### config.mk
export PLATFORM = sky130hd
export DESIGN_NAME = silencer_stream_source
export DESIGN_NICKNAME = d
export VERILOG_FILES = /design/src/rtl/silencer_pkg.sv /design/src/rtl/silencer_stream_source_valid_pipe.sv /design/src/rtl/silencer_stream_source.sv
export SDC_FILE = /design/constraint.sdc
export NUM_CORES = 1
export LEC_CHECK = 0
export BUFFER_PORTS_ARGS = -buffer_cell sky130_fd_sc_hd__buf_2
export CORE_MARGIN = 4
export CORE_UTILIZATION = 46
export CTS_CLUSTER_DIAMETER = 200
export DETAILED_ROUTE_END_ITERATION = 7
export PLACE_DENSITY = 0.74
export SLEW_MARGIN = 25
export SYNTH_ARGS = -nofsm -noshare
export SYNTH_HDL_FRONTEND = slang
export SYNTH_SLANG_ARGS = --single-unit
### constraint.sdc
create_clock -name CLK -period 2.7 [get_ports CLK]
set_clock_uncertainty 0.15 [all_clocks]
set_input_delay 0.135 -clock CLK [delete_from_list [all_inputs] [get_ports CLK]]
set_output_delay 0.135 -clock CLK [all_outputs]
set_load 0.02 [all_outputs]
### src/rtl/silencer_pkg.sv
// Shared silencer definitions: burst sequencing states and stream widths,
// common to the stream source and the interpolator.
package silencer_pkg;

    localparam int DEPTH_DEFAULT = 249;
    localparam int ADDR_W        = 8;
    localparam int INTENSITY_W   = 16;
    localparam int PHASE_W       = 8;
    localparam int MAX_LATENCY   = 4;

    typedef enum logic [1:0] {
        IDLE  = 2'd0,
        RUN   = 2'd1,
        DRAIN = 2'd2
    } state_e;

endpackage

### src/rtl/silencer_stream_source_valid_pipe.sv
// 1-bit delay line that follows the address issue strobe through the
// external memory read latency; cleared synchronously.
module valid_pipe #(
    parameter int DEPTH = 2
) (
    input  logic clk,
    input  logic clr,
    input  logic din,
    output logic dout
);

    logic [DEPTH-1:0] sr;
    logic [DEPTH:0]   nxt;

    assign nxt  = {sr, din};
    assign dout = sr[DEPTH-1];

    always_ff @(posedge clk) begin
        if (clr) begin
            sr <= '0;
        end else begin
            sr <= nxt[DEPTH-1:0];
        end
    end

endmodule

### src/rtl/silencer_stream_source.sv
// Walks the external parameter memory once per UPDATE and streams the
// read data, with one-deep request queueing and a sticky drop flag.
module silencer_stream_source
    import silencer_pkg::*;
#(
    parameter int DEPTH        = DEPTH_DEFAULT,
    parameter int READ_LATENCY = 2
) (
    input  logic                   CLK,
    input  logic                   RST,
    input  logic                   UPDATE,
    output logic [ADDR_W-1:0]      ADDR,
    input  logic [INTENSITY_W-1:0] RD_INTENSITY,
    input  logic [PHASE_W-1:0]     RD_PHASE,
    output logic [INTENSITY_W-1:0] INTENSITY_OUT,
    output logic [PHASE_W-1:0]     PHASE_OUT,
    output logic                   DOUT_VALID,
    output logic                   BUSY,
    output logic                   OVERRUN
);

    generate
        if (DEPTH < 1 || DEPTH > (1 << ADDR_W)) begin : g_bad_depth
            $error("silencer_stream_source: DEPTH must be 1..256");
        end
        if (READ_LATENCY < 1 || READ_LATENCY > MAX_LATENCY) begin : g_bad_lat
            $error("silencer_stream_source: READ_LATENCY must be 1..4");
        end
    endgenerate

    localparam logic [ADDR_W-1:0] LAST_ADDR  = ADDR_W'(DEPTH - 1);
    localparam logic [2:0]        DRAIN_LAST = 3'(READ_LATENCY);

    state_e     state;
    logic       issue;
    logic       pending;
    logic [2:0] drain_cnt;
    logic       rd_valid;

    always_ff @(posedge CLK) begin
        if (RST) begin
            state     <= IDLE;
            ADDR      <= '0;
            issue     <= 1'b0;
            BUSY      <= 1'b0;
            pending   <= 1'b0;
            OVERRUN   <= 1'b0;
            drain_cnt <= '0;
        end else begin
            unique case (state)
                IDLE: begin
                    if (UPDATE) begin
                        state <= RUN;
                        ADDR  <= '0;
                        issue <= 1'b1;
                        BUSY  <= 1'b1;
                    end
                end
                RUN: begin
                    if (ADDR == LAST_ADDR) begin
                        state     <= DRAIN;
                        issue     <= 1'b0;
                        drain_cnt <= '0;
                    end else begin
                        ADDR <= ADDR + 8'd1;
                    end
                    if (UPDATE) begin
                        if (pending) begin
                            OVERRUN <= 1'b1;
                        end else begin
                            pending <= 1'b1;
                        end
                    end
                end
                DRAIN: begin
                    if (drain_cnt == DRAIN_LAST) begin
                        // last word is on the outputs now; an UPDATE in this
                        // cycle counts as queued and starts straight away
                        pending <= 1'b0;
                        if (pending && UPDATE) begin
                            OVERRUN <= 1'b1;
                        end
                        if (pending || UPDATE) begin
                            state <= RUN;
                            ADDR  <= '0;
                            issue <= 1'b1;
                        end else begin
                            state <= IDLE;
                            BUSY  <= 1'b0;
                        end
                    end else begin
                        drain_cnt <= drain_cnt + 3'd1;
                        if (UPDATE) begin
                            if (pending) begin
                                OVERRUN <= 1'b1;
                            end else begin
                                pending <= 1'b1;
                            end
                        end
                    end
                end
                default: begin
                    state <= IDLE;
                    issue <= 1'b0;
                    BUSY  <= 1'b0;
                end
            endcase
        end
    end

    valid_pipe #(
        .DEPTH(READ_LATENCY)
    ) u_valid_pipe (
        .clk (CLK),
        .clr (RST),
        .din (issue),
        .dout(rd_valid)
    );

    always_ff @(posedge CLK) begin
        if (RST) begin
            DOUT_VALID    <= 1'b0;
            INTENSITY_OUT <= '0;
            PHASE_OUT     <= '0;
        end else begin
            DOUT_VALID <= rd_valid;
            if (rd_valid) begin
                INTENSITY_OUT <= RD_INTENSITY;
                PHASE_OUT     <= RD_PHASE;
            end
        end
    end

endmodule

==> metrics.md <==
| Metric | Value |
|---|---|
| Worst path top cell family by delay | `simple AND/OR/NAND/NOR gates` |
| Synth Cell Area | `1850 um^2` |
| Die area | `5100 um^2` |
| Post-DR vias/cell | `4.84` |
| Crit path max-delay cell type | `or4b_1` |
| Worst path cell trace | `inv_1, ha_1, nor2b_1, nor2_1, nand2_1, or4b_1, o31ai_1` |
| Die X | `71.4 um` |
| Syn Nets | `232` |
| Post-Route WL | `4260 um` |
| Unrepaired setup endpoints after global routing | `no` |
| Area leader, netlist | `dfxtp_1` |
| Most common cell in the netlist | `dfxtp_1` |
| Sequential share of the synthesized area | `0.476` |
| Fin nets | `318` |
| Unique masters post-synth | `38` |
| Final setup fails | `0` |
| Drt first-iter violations | `69` |
| Vias in the first global route | `1,566` |
| I/O pin count | `62` |
| GPL Wtd Cong | `0.833` |
| Global-route wire length before repair | `7150 um` |
| Initial antenna violation count | `0` |
| Gate Count Post-Synth | `197` |
| Final Hold Viols | `0` |
| Fin crit period | `2080 ps` |
| Htree depth | `2` |
| Setup Crit Path Kind | `reg2reg` |
| Ys Warns | `0` |
| Flop and latch count out of synthesis | `44` |
| DP Area | `2200 um^2` |
| Final design utilization | `0.680` |
| Arrival time of the worst setup path | `2130 ps` |
| Crit path max fanout | `6` |
| Reg2Reg Setup Slack | `620 ps` |
| Leakage | `1.12 nW` |
| HP Class | `in2reg` |
| Share of cells above drive strength 1 | `0.272` |
| Synthesized area per cell | `9.40 um^2` |
| CTS tree | `done` |
| Relative slew margins | `0.528` |
| Clock buffer depth | `2` |
| Post-route DRC | `0` |
| Asr flop ratio synth | `0` |
| Final slew viol count | `0` |
| Total track usage | `0.173` |
| Final HPWL DP | `2850 um` |
| Largest net degree at the start of global routing | `42` |
| Die Y | `71.4 um` |
| Period utilisation layout | `0.771` |
| Clk sinks | `44` |
| Post-CTS Resized | `0` |
| Crit end category | `flop` |
| Synth Flop Type | `dfxtp_1` |
| # rows | `22` |
| Area grow syn2layout | `38.5%` |
| WP data required | `2750 ps` |
| Number of flops mapped to enable cells by yosys | `0` |
| Port bufs | `61` |
| Max_cap viols | `0` |
| Starting Density | `0.491` |
| Power per cell area | `575 nW/um^2` |
| Share of the synthesized area in the top cell type | `0.476` |
| ANT cells | `0` |
| Max Freq | `0.480 GHz` |
| Total grt overflow | `0` |
| Worst-path clk slew | `80 ps` |
| CP Launch Type | `flop` |
| Worst Max-Slew Pin Slew | `708 ps` |
| Routed Antenna Nets | `0` |
| CTS Buf Count | `5` |
| Worst skew pair latency | `280 ps` |
| CTS root buf | `clkbuf_8` |
| DRT Pass-1 Iters | `4` |
| CP Buf/Inv Count | `1` |
| Vias | `1,601` |
| Top post-synthesis cells by area | `dfxtp_1, mux2i_1, nor2_1, ha_1, a21oi_1` |
| Status | `complete, no violations` |
| CORE AREA | `3770 um^2` |
| Final Cell Area | `2560 um^2` |
| Slowest stage delay, CP | `530 ps` |
| Post-detailed-route wirelength per cell | `12.9 um` |
| Maximum VDD drop | `346 uV` |
| Synth cell count leaders | `dfxtp_1, nor2_1, mux2i_1` |
| Setup_tns | `0 ps` |
placed cells by master, fill, tap and decap left out, types with 2 or more instances in the layout:
cell	instances
a211oi_1	2
nand4_1	2
mux2i_1	25
a31oi_1	2
inv_2	3
o21ai_1	2
a21oi_1	10
or4_1	2
buf_2	61
or3_1	3
nor2b_1	4
dlygate4sd3_1	24
bufinv_16	2
nand3_1	5
inv_1	8
ha_1	8
nor2_1	37
xor2_1	5
clkbuf_8	5
nand2_1	10
dfxtp_1	44
registers in the layout (all words and copies together), names as in the netlist:
name / count
ADDR: 8
BUSY: 1
DOUT_VALID: 1
INTENSITY_OUT: 16
OVERRUN: 1
PHASE_OUT: 8
drain_cnt: 3
issue: 1
pending: 1
state: 2
u_valid_pipe.sr: 2
path summary, 6_finish.rpt:
kind,depth (start not counted),startpoint,to
min reg2reg,1,u_valid_pipe.sr[0]$_SDFF_PP0_,u_valid_pipe.sr[1]$_SDFF_PP0_
min,3,UPDATE,OVERRUN$_SDFFE_PP0P_
max reg2reg,7,state[0]$_SDFFE_PP0P_,ADDR[1]$_SDFFE_PP0P_
max,7,state[0]$_SDFFE_PP0P_,ADDR[1]$_SDFFE_PP0P_
tightest hold or removal path, delay by kind of cell:
kind | cells | cell delay, ps
buf+inv | 1 | 120
compound gates | 2 | 160
power breakdown:
| group | internal, mW | switching, mW | leakage (nW) |
|---|---|---|---|
| sequential | 0.675 | 0.0177 | 0.357 |
| combinational | 0.0974 | 0.114 | 0.696 |
| clock | 0.364 | 0.207 | 0.0642 |
| total | 1.14 | 0.339 | 1.12 |
final cells by class:
type	count	area [um^2]
tap	48	60.1
timing repair buffer	86	553
fill	311	1210
sequential	44	881
inverter	11	41.3
clock buffer	5	68.8
clock inverter	2	60.1
multi-input combinational	135	901
timing repair:
item / in CTS / in global routing
hold buffers: 24 / 0
setup buffers: 0 / 0
endpoints found under the hold margin: 24 / 0
per-stage QoR:
stage,power (mW),hold WS (ps),worst slack (ps),cells
6_report,1.48,35.1,617,331
2_1_floorplan,0.831,132,826,197
4_1_cts,1.48,39.9,628,331
3_5_place_dp,0.891,229,652,300
5_1_grt,1.54,89.9,460,331
3_3_place_gp,0.888,219,743,300
kinds of logic after synthesis:
kind of cell	count (synthesis)	share of synthesized area
buf+inv	18	0.0378
xor+xnor	5	0.0236
simple gates	73	0.191
compound gates	24	0.0824
flops	44	0.476
mux	25	0.135
fa+ha+maj	8	0.0541
metal layers:
| metal | vias up | GRT usage | wire length (um) |
|---|---|---|---|
| met5 | - | 0 | 0 |
| met1 | 709 | 0.211 | 1930 |
| met2 | 42 | 0.298 | 2050 |
| met3 | 7 | 0.0421 | 228 |
| li1 | 843 | - | - |
| met4 | 0 | 0.0543 | 54 |
Power figures use the tool's default switching activity.
